--- src/rtl/traffic_light_phase_controller.sv ---
// Demand-actuated multi-approach traffic light controller with green extension,
// skip-on-no-demand round robin and a night/fault flash mode. One clk = 1 s.
module traffic_light_phase_controller #(
    parameter int unsigned  NUM_DIR     = 4,
    parameter int unsigned  CNT_W       = 6,
    parameter int unsigned  GREEN_MIN   = 10,
    parameter int unsigned  GREEN_MAX   = 30,
    parameter int unsigned  YELLOW_TIME = 3,
    parameter int unsigned  ALLRED_TIME = 2,
    localparam int unsigned DIR_W       = (NUM_DIR > 1) ? $clog2(NUM_DIR) : 1
) (
    input  logic                 clk,
    input  logic                 rst,
    input  logic [NUM_DIR-1:0]   vehicle_detect,
    input  logic                 flash_mode,
    output logic [3*NUM_DIR-1:0] lights,
    output logic [2:0]           state,
    output logic [CNT_W-1:0]     counter,
    output logic [DIR_W-1:0]     active_dir
);

    localparam int unsigned      LW       = 3 * NUM_DIR;
    localparam logic [CNT_W-1:0] G_MIN_M1 = CNT_W'(GREEN_MIN - 1);
    localparam logic [CNT_W-1:0] G_MAX_M1 = CNT_W'(GREEN_MAX - 1);
    localparam logic [CNT_W-1:0] Y_M1     = CNT_W'(YELLOW_TIME - 1);
    localparam logic [CNT_W-1:0] AR_M1    = CNT_W'(ALLRED_TIME - 1);

    typedef enum logic [2:0] {
        PH_GREEN  = 3'd0,
        PH_YELLOW = 3'd1,
        PH_ALLRED = 3'd2,
        PH_FLASH  = 3'd3
    } phase_e;

    phase_e             cur_ph, nxt_ph;
    logic [DIR_W-1:0]   dir_q, nxt_dir, sel_dir;
    logic [CNT_W-1:0]   cnt_q, nxt_cnt;
    logic [NUM_DIR-1:0] demand_q, demand_d, dir_mask;
    logic [LW-1:0]      lights_q, lights_d;
    logic               other_dem, sel_found;

    // Lamp pattern per phase; approach 0 ends up in the lowest triplet.
    function automatic logic [LW-1:0] decode(input phase_e ph, input logic [DIR_W-1:0] dir,
                                             input logic blink);
        logic [LW-1:0] l;
        logic [2:0]    lamp;
        l = '0;
        for (int unsigned i = 0; i < NUM_DIR; i++) begin
            lamp = 3'b100;
            unique case (ph)
                PH_GREEN:  if (DIR_W'(i) == dir) lamp = 3'b001;
                PH_YELLOW: if (DIR_W'(i) == dir) lamp = 3'b010;
                PH_FLASH:  lamp = blink ? 3'b000 : ((i == 0) ? 3'b010 : 3'b100);
                default:   lamp = 3'b100;
            endcase
            l = {lamp, l[LW-1:3]};
        end
        return l;
    endfunction

    // Next approach with pending demand, scanning cyclically after the current one.
    always_comb begin
        sel_dir   = '0;
        sel_found = 1'b0;
        for (int unsigned k = 1; k < NUM_DIR; k++) begin
            if (!sel_found && demand_q[DIR_W'((32'(dir_q) + k) % NUM_DIR)]) begin
                sel_found = 1'b1;
                sel_dir   = DIR_W'((32'(dir_q) + k) % NUM_DIR);
            end
        end
    end

    always_comb begin
        nxt_ph    = cur_ph;
        nxt_dir   = dir_q;
        dir_mask  = NUM_DIR'(1) << dir_q;
        other_dem = |(demand_q & ~dir_mask);
        demand_d  = demand_q | (vehicle_detect & ~((cur_ph == PH_GREEN) ? dir_mask : '0));

        unique case (cur_ph)
            PH_GREEN: begin
                if (flash_mode || (other_dem && (cnt_q >= G_MIN_M1) &&
                    (!vehicle_detect[dir_q] || (cnt_q == G_MAX_M1))))
                    nxt_ph = PH_YELLOW;
            end
            PH_YELLOW: begin
                if (cnt_q == Y_M1) nxt_ph = PH_ALLRED;
            end
            PH_ALLRED: begin
                if (cnt_q == AR_M1) begin
                    if (flash_mode) begin
                        nxt_ph = PH_FLASH;
                    end else begin
                        nxt_ph   = PH_GREEN;
                        nxt_dir  = sel_dir;
                        // entering approach is served now; a detect on this edge is dropped
                        demand_d = demand_d & ~(NUM_DIR'(1) << sel_dir);
                    end
                end
            end
            PH_FLASH: begin
                if (!flash_mode) nxt_ph = PH_ALLRED;
            end
            default: nxt_ph = PH_GREEN;
        endcase

        if (nxt_ph != cur_ph)
            nxt_cnt = '0;
        else if ((cur_ph == PH_GREEN) && (cnt_q >= G_MAX_M1))
            nxt_cnt = G_MAX_M1;
        else
            nxt_cnt = cnt_q + CNT_W'(1);

        lights_d = decode(nxt_ph, nxt_dir, nxt_cnt[0]);
    end

    always_ff @(posedge clk or negedge rst) begin
        if (!rst) begin
            cur_ph   <= PH_GREEN;
            dir_q    <= '0;
            cnt_q    <= '0;
            demand_q <= '0;
            lights_q <= decode(PH_GREEN, '0, 1'b0);
        end else begin
            cur_ph   <= nxt_ph;
            dir_q    <= nxt_dir;
            cnt_q    <= nxt_cnt;
            demand_q <= demand_d;
            lights_q <= lights_d;
        end
    end

    assign lights     = lights_q;
    assign state      = 3'(cur_ph);
    assign counter    = cnt_q;
    assign active_dir = dir_q;

endmodule

--- config.mk ---
export PLATFORM = sky130hd
export DESIGN_NAME = traffic_light_phase_controller
export DESIGN_NICKNAME = d
export VERILOG_FILES = /design/src/rtl/traffic_light_phase_controller.sv
export SDC_FILE = /design/constraint.sdc
export NUM_CORES = 1
export LEC_CHECK = 0
export CAP_MARGIN = 20
export CORE_MARGIN = 2
export CORE_UTILIZATION = 37
export CTS_BUF_LIST = sky130_fd_sc_hd__clkbuf_2
export DETAILED_ROUTE_END_ITERATION = 7
export SYNTH_ARGS = -nofsm -noshare
export SYNTH_HDL_FRONTEND = slang
export SYNTH_SLANG_ARGS = --single-unit
--- constraint.sdc ---
create_clock -name clk -period 2.6 [get_ports clk]
set_input_delay 0.52 -clock clk [delete_from_list [all_inputs] [get_ports clk]]
set_output_delay 0.52 -clock clk [all_outputs]
set_load 0.02 [all_outputs]
==> key figures, run 1 <==
Critical path
  • Largest fanout on the critical path: 15
  • Worst path most repeated cell: buf_4
  • Setup crit end kind: flip-flop
  • RR Startpoint: active_dir[0]
  • Worst setup path end: lights[10]
  • Buf+Inv Stages, Crit Path: 2
  • Critical Path Slowest Stage Cell: mux4_2
  • Worst EP arrival: 2.84 ns
  • Reg2Reg Depth: 8
  • Flop2flop setup slack: 0.09 ns
  • Levels on crit path: 8
  • Max incr delay on CP: 0.52 ns
  • R2r endpoint: lights[10]
  • CP required: 2.93 ns
  • Setup crit start: active_dir[0]
  • CP Class: reg -> reg
  • Crit path max-delay family: compound AO/OA/AOI/OAI gates
  • Worst path cell trace: buf_4, mux4_2, o311a_1, a311o_1, buf_4, a2111o_1, nand2b_4, nor2_1
  • Crit start category: flip-flop

GRT
  • Vias in the first global route: 1450
  • Initial antenna violation count: 0
  • Global-route wire length before repair: 6.69 mm
  • Largest net degree at the start of global routing: 28
  • GRT Overall Usage: 0.168
  • Global route overflow: 0

Layout
  • Fillers: 380
  • Final Cell Area: 0.00208 mm^2
  • Multi-input gate area: 842 um^2
  • Register Area: 684 um^2
  • Share of layout cells above drive strength 1: 0.190
  • Fin util: 0.517
  • Final Instance Count excl. Fillers: 260
  • Final nets: 226
  • ANT cells: 0
  • Area growth syn-to-layout: 32.8%

Synthesis
  • Post-synth EDFFs: 0
  • Post-synth cell types: 46
  • Fraction of registers with async set/reset: 1.00
  • Synthesized area per cell: 9.62 um^2
  • Yosys warning count: 0
  • Main combinational cell family by area after synthesis: simple AND/OR/NAND/NOR gates
  • Syn Std Cell Area: 0.00157 mm^2
  • Multiplexer share of the synthesized area: 0.0559
  • XOR/XNOR Fraction of Synth Area: 0.0223
  • Number of synthesized register bits: 27
  • Synth Area in Compound Gates: 0.188
  • Post-synthesis simple-gate area fraction: 0.192
  • Most used DFF post-synth: dfrtp_1
  • Post-Synth Adder-Cell Area: 0.0638
  • Syn nets: 178
  • Sequential fraction of the synthesis area: 0.434
  • Syn Inst Count: 163

Timing
  • Final max-slew violation count: 0
  • Fmax: 398 MHz
  • Setup TNS: 0 ns
  • Final Cycle Share: 0.966
  • Final min period: 2.51 ns
  • Final setup vio count: 0
  • Relative slew margins: 0.522
  • Clk_skew: 0.0168 ns
  • Worst-Margin Slew: 0.706 ns
  • Final Hold Viols: 0

Power and ir drop
  • P_leak: 0.863 nW
  • Pwr dens: 512 mW/mm^2
  • VDD IR max: 338 uV
  • Overall Power: 1.07 mW

Floorplan
  • Die area: 0.00477 mm^2
  • Ports: 30
  • Cell Rows: 23
  • Initial Util: 0.389
  • Die X-Extent: 69.1 um
  • Core ar.: 0.00403 mm^2
  • Die Height: 69.1 um

Detailed routing
  • Wire length per cell: 15.1 um
  • DRT antenna net count: 0
  • Final wirelength: 3.93 mm
  • First DRT Iteration DRCs: 69
  • Vias per std cell: 5.50
  • Via count: 1429
  • DRC Markers: 0
  • DRT Pass-1 Iters: 5

Placed design
  • Inst Count DP: 255
  • Dpl hpwl: 2.99 mm
  • Placed Area: 0.00203 mm^2
  • Port-buffer cells: 29
  • GPL Wtd Cong: 0.872

Worst hold path
  • Tightest Hold Check Type: in -> async

CTS
  • Worst-Skew Late Latency: 0.36 ns
  • CTS tree: built
  • Cts bufs inserted: 3
  • CTS Root Cell: clkbuf_2
  • Clk buf depth: 2
  • Clock-pin slew on the worst setup and hold paths: 0.28 ns
  • CTS sink cnt: 27
  • H-tree depth: 1

Run
  • Maxcap violations: 0

Run status
  • Status: completed
[final cells by class]
type                            instances  area share
Sequential cell                        27       0.329
Tap cell                               50      0.0300
Clock buffer                            3     0.00721
Timing Repair Buffer                   46       0.201
Clock inverter                          1     0.00361
Multi-Input combinational cell        119       0.404
Inverter                               14      0.0252
[cell usage in the layout (no fill, tap or decap), drive strengths merged, types with 3 or more instances in the layout]
master,count
clkdlybuf4s50,29
dfrtp,23
buf,17
nor2,15
a21oi,15
inv,14
nand2,11
o21ai,10
ha,8
nor3,7
nand3,6
nor2b,4
a31oi,4
dfstp,4
clkbuf,3
[cells in the mapped netlist, drive strengths merged (2+ instances only)]
| library cell | n | share of area |
|---|---|---|
| dfrtp | 23 | 0.37 |
| a21oi | 15 | 0.048 |
| nor2 | 15 | 0.036 |
| inv | 14 | 0.034 |
| nand2 | 11 | 0.026 |
| o21ai | 10 | 0.032 |
| ha | 8 | 0.064 |
| nor3 | 7 | 0.022 |
| nand3 | 6 | 0.019 |
| a31oi | 4 | 0.016 |
| dfstp | 4 | 0.067 |
| nor2b | 4 | 0.016 |
| a41o | 2 | 0.013 |
| and3 | 2 | 0.0080 |
| clkbuf | 2 | 0.0048 |
| mux2 | 2 | 0.014 |
| mux2i | 2 | 0.013 |
| mux4 | 2 | 0.029 |
| nand2b | 2 | 0.013 |
| nor3b | 2 | 0.0096 |
| o311a | 2 | 0.013 |
| o311ai | 2 | 0.016 |
| o31ai | 2 | 0.013 |
| xnor2 | 2 | 0.011 |
| xor2 | 2 | 0.011 |
[how the worst min path moves through the flow]
stage	startpoint	endpoint	slack [ns]	cells after the start
2_1_floorplan	rst	active_dir[0]	0.22	0
3_3_place_gp	counter[0]	counter[0]	0.53	1
3_5_place_dp	counter[0]	counter[0]	0.54	1
4_1_cts	rst	counter[2]	0.49	2
5_1_grt	rst	counter[2]	0.48	2
6_report	rst	lights[1]	0.49	2
[routing by layer]
layer / track usage / up-vias / wire, um
li1: - / 682 / -
met1: 0.213 / 715 / 1730
met2: 0.302 / 30 / 2030
met3: 0.0263 / 2 / 155
met4: 0.0349 / 0 / 17
met5: 0 / - / 0
[sequential cells by signal, summed over array words and instances, names as in the netlist]
register	cells
lights	12
state	3
counter	6
demand_q	4
active_dir	2
[power by group]
group / internal (mW) / leakage, nW / switching, mW / total, mW
Combinational: 0.188 / 0.521 / 0.223 / 0.411
Clock: 0.0357 / 0.0126 / 0.130 / 0.166
Sequential: 0.466 / 0.330 / 0.0229 / 0.489
Total: 0.690 / 0.863 / 0.376 / 1.07
[kinds of logic (layout without fill, tap and decap cells)]
logic type | Yosys count | count (layout)
other cells | 1 | 1
fa+ha+maj | 8 | 8
buf+inv | 17 | 64
compound gates | 43 | 43
simple gates | 57 | 57
flops | 27 | 27
xor+xnor | 4 | 4
mux | 6 | 6
[what timing repair did]
| action | CTS | global route |
|---|---|---|
| hold buffers | 0 | 0 |
| setup buffers | 0 | 1 |
| hold endpoints to repair | 0 | 0 |
| resized for setup | 0 | 5 |
| endpoints found under the setup margin | 0 | 8 |
[through the flow]
stage | hold slack [ns] | setup WS [ns]
2_1_floorplan | 0.224 | 0.0237
3_3_place_gp | 0.526 | -0.0510
3_5_place_dp | 0.540 | -0.0948
4_1_cts | 0.494 | 0.0446
5_1_grt | 0.479 | -0.00363
6_report | 0.486 | 0.0876
(Power assumes the default switching activity.)
==> run 2: changes to the inputs <==
--- a/config.mk
+++ b/config.mk
@@ -10,6 +10,7 @@
 export CORE_UTILIZATION = 37
 export CTS_BUF_LIST = sky130_fd_sc_hd__clkbuf_2
 export DETAILED_ROUTE_END_ITERATION = 7
+export DONT_BUFFER_PORTS = 1
 export SYNTH_ARGS = -nofsm -noshare
 export SYNTH_HDL_FRONTEND = slang
 export SYNTH_SLANG_ARGS = --single-unit
==> run 2 against run 1 <==
  * Clock skew down 0.013 ns
  * Total power down 7.3%
  * Setup slack better by 0.070 ns
  * Cell count down 13%
  * Sequential cell count unchanged
  * Via count down 11%
==> key figures, run 2 (same netlist as run 1, synthesis figures left out) <==
CTS
  • CTS sink cnt: 27
  • Cts bufs inserted: 3
  • CTS Root Cell: clkbuf_2
  • CTS tree: built
  • Worst-Skew Late Latency: 0.38 ns
  • Clock-pin slew on the worst setup and hold paths: 0.28 ns
  • Clk buf depth: 2
  • Post-CTS setup buffers: 0
  • H-tree depth: 1

Floorplan
  • Initial Util: 0.389
  • Cell Rows: 23
  • Core ar.: 0.00403 mm^2
  • Die X-Extent: 69.1 um
  • Ports: 30
  • Die area: 0.00477 mm^2
  • Die Height: 69.1 um

GRT
  • Initial antenna violation count: 0
  • Global route overflow: 0
  • Largest net degree at the start of global routing: 28
  • Vias in the first global route: 1319
  • Global-route wire length before repair: 6.38 mm
  • GRT Overall Usage: 0.162

Worst hold path
  • Hold path depth: 2
  • Tightest Hold Check Type: in -> reg

Critical path
  • Largest fanout on the critical path: 15
  • Crit start category: flip-flop
  • CP Class: reg -> reg
  • Worst EP arrival: 2.79 ns
  • CP required: 2.95 ns
  • Reg2Reg Depth: 7
  • Setup crit end kind: flip-flop

Layout
  • Share of layout cells above drive strength 1: 0.186
  • Commonest non-fill, non-tap cell in the layout: dfrtp_1
  • Final Instance Count excl. Fillers: 227
  • Final Cell Area: 0.00177 mm^2
  • Fin util: 0.439
  • Max reg flops: 12
  • Final nets: 193
  • Most frequent cells in the layout: dfrtp_1 (21), nor2_1 (15), a21oi_1 (15)
  • Area growth syn-to-layout: 12.8%
  • ANT cells: 0

Power and ir drop
  • Cell Int Power: 0.618 mW
  • Clock power frac: 0.177
  • Pwr dens: 558 mW/mm^2
  • Power share of the combinational group: 0.291
  • Sw Ratio: 0.375
  • VDD IR max: 175 uV
  • P_leak: 0.742 nW
  • Overall Power: 0.988 mW
  • Sequential group share of total power: 0.532
  • Switch Pwr: 0.370 mW

Timing
  • Fmax: 409 MHz
  • Clk_skew: 0.00376 ns
  • Final min period: 2.44 ns
  • Final max-slew violation count: 0
  • Worst-Margin Slew: 0.651 ns
  • Setup TNS: 0 ns
  • Unrepaired setup endpoints after global routing: true
  • Final Cycle Share: 0.940
  • Final Hold Viols: 0
  • Relative slew margins: 0.559
  • Final setup vio count: 0

Placed design
  • Port-buffer cells: 0
  • Inst Count DP: 221
  • GPL Wtd Cong: 0.946
  • Placed Area: 0.00170 mm^2
  • Dpl hpwl: 2.75 mm

Detailed routing
  • Final wirelength: 3.76 mm
  • DRT antenna net count: 0
  • Via count: 1269
  • Vias per std cell: 5.59
  • Wire length per cell: 16.6 um
  • DRC Markers: 0
  • DRT Pass-1 Iters: 5
  • First DRT Iteration DRCs: 50

Run status
  • Status: completed

Run
  • Maxcap violations: 0
## run 2: through the flow
stage / setup WS [ns] / hold WS, ns
2_1_floorplan: 0.0237 / 0.224
3_3_place_gp: 0.170 / 0.225
3_5_place_dp: 0.129 / 0.225
4_1_cts: 0.0766 / 0.304
5_1_grt: -0.0138 / 0.295
6_report: 0.157 / 0.314
## run 2: cell type report
cell class / count / area (um^2)
Clock buffer: 3 / 15.0
Clock inverter: 1 / 7.51
Fill cell: 401 / 2260
Inverter: 14 / 52.6
Multi-Input combinational cell: 119 / 836
Sequential cell: 27 / 683
Tap cell: 50 / 62.6
Timing Repair Buffer: 13 / 113
## run 2: worst paths after layout
| kind | slack (ns) | end | from |
|---|---|---|---|
| worst max-delay path | 0.16 | lights[4] | active_dir[0] |
| worst max register to register | 0.16 | lights[4] | active_dir[0] |
| worst min-delay path | 0.31 | demand_q[2] | vehicle_detect[2] |
| min in group asynchronous | 0.51 | active_dir[0] | rst |
| worst min register to register | 0.57 | counter[0] | counter[0] |
| max in group asynchronous | 1.85 | lights[5] | rst |
## run 2: power by group through the flow
stage | sequential [mW] | combinational [mW] | clock, mW
final | 0.526 | 0.287 | 0.175
after global routing | 0.531 | 0.323 | 0.198
after CTS | 0.527 | 0.277 | 0.181
after detailed placement | 0.534 | 0.261 | 0
after global placement | 0.534 | 0.253 | 0
after floorplan | 0.548 | 0.175 | 0
## run 2: worst max-delay path, cell delays in order (launching register included)
cell and delay [ns]:
dfrtp_2 0.42, buf_4 0.24, mux4_2 0.55, o311a_1 0.14, a311o_1 0.34, a2111o_1 0.48
nand2b_4 0.16, nor2_1 0.08
## run 2: timing repair
item | 4_1_cts | 5_1_grt
setup endpoints to repair | 0 | 7
gates resized for setup | 0 | 2
hold endpoints to repair | 27 | 0
hold buffers | 2 | 0
## run 2: layer usage
metal / wire length, um / global-route usage
met1: 1640 / 0.207
met2: 1850 / 0.277
met3: 215 / 0.0336
met4: 50 / 0.0479
met5: 0 / 0
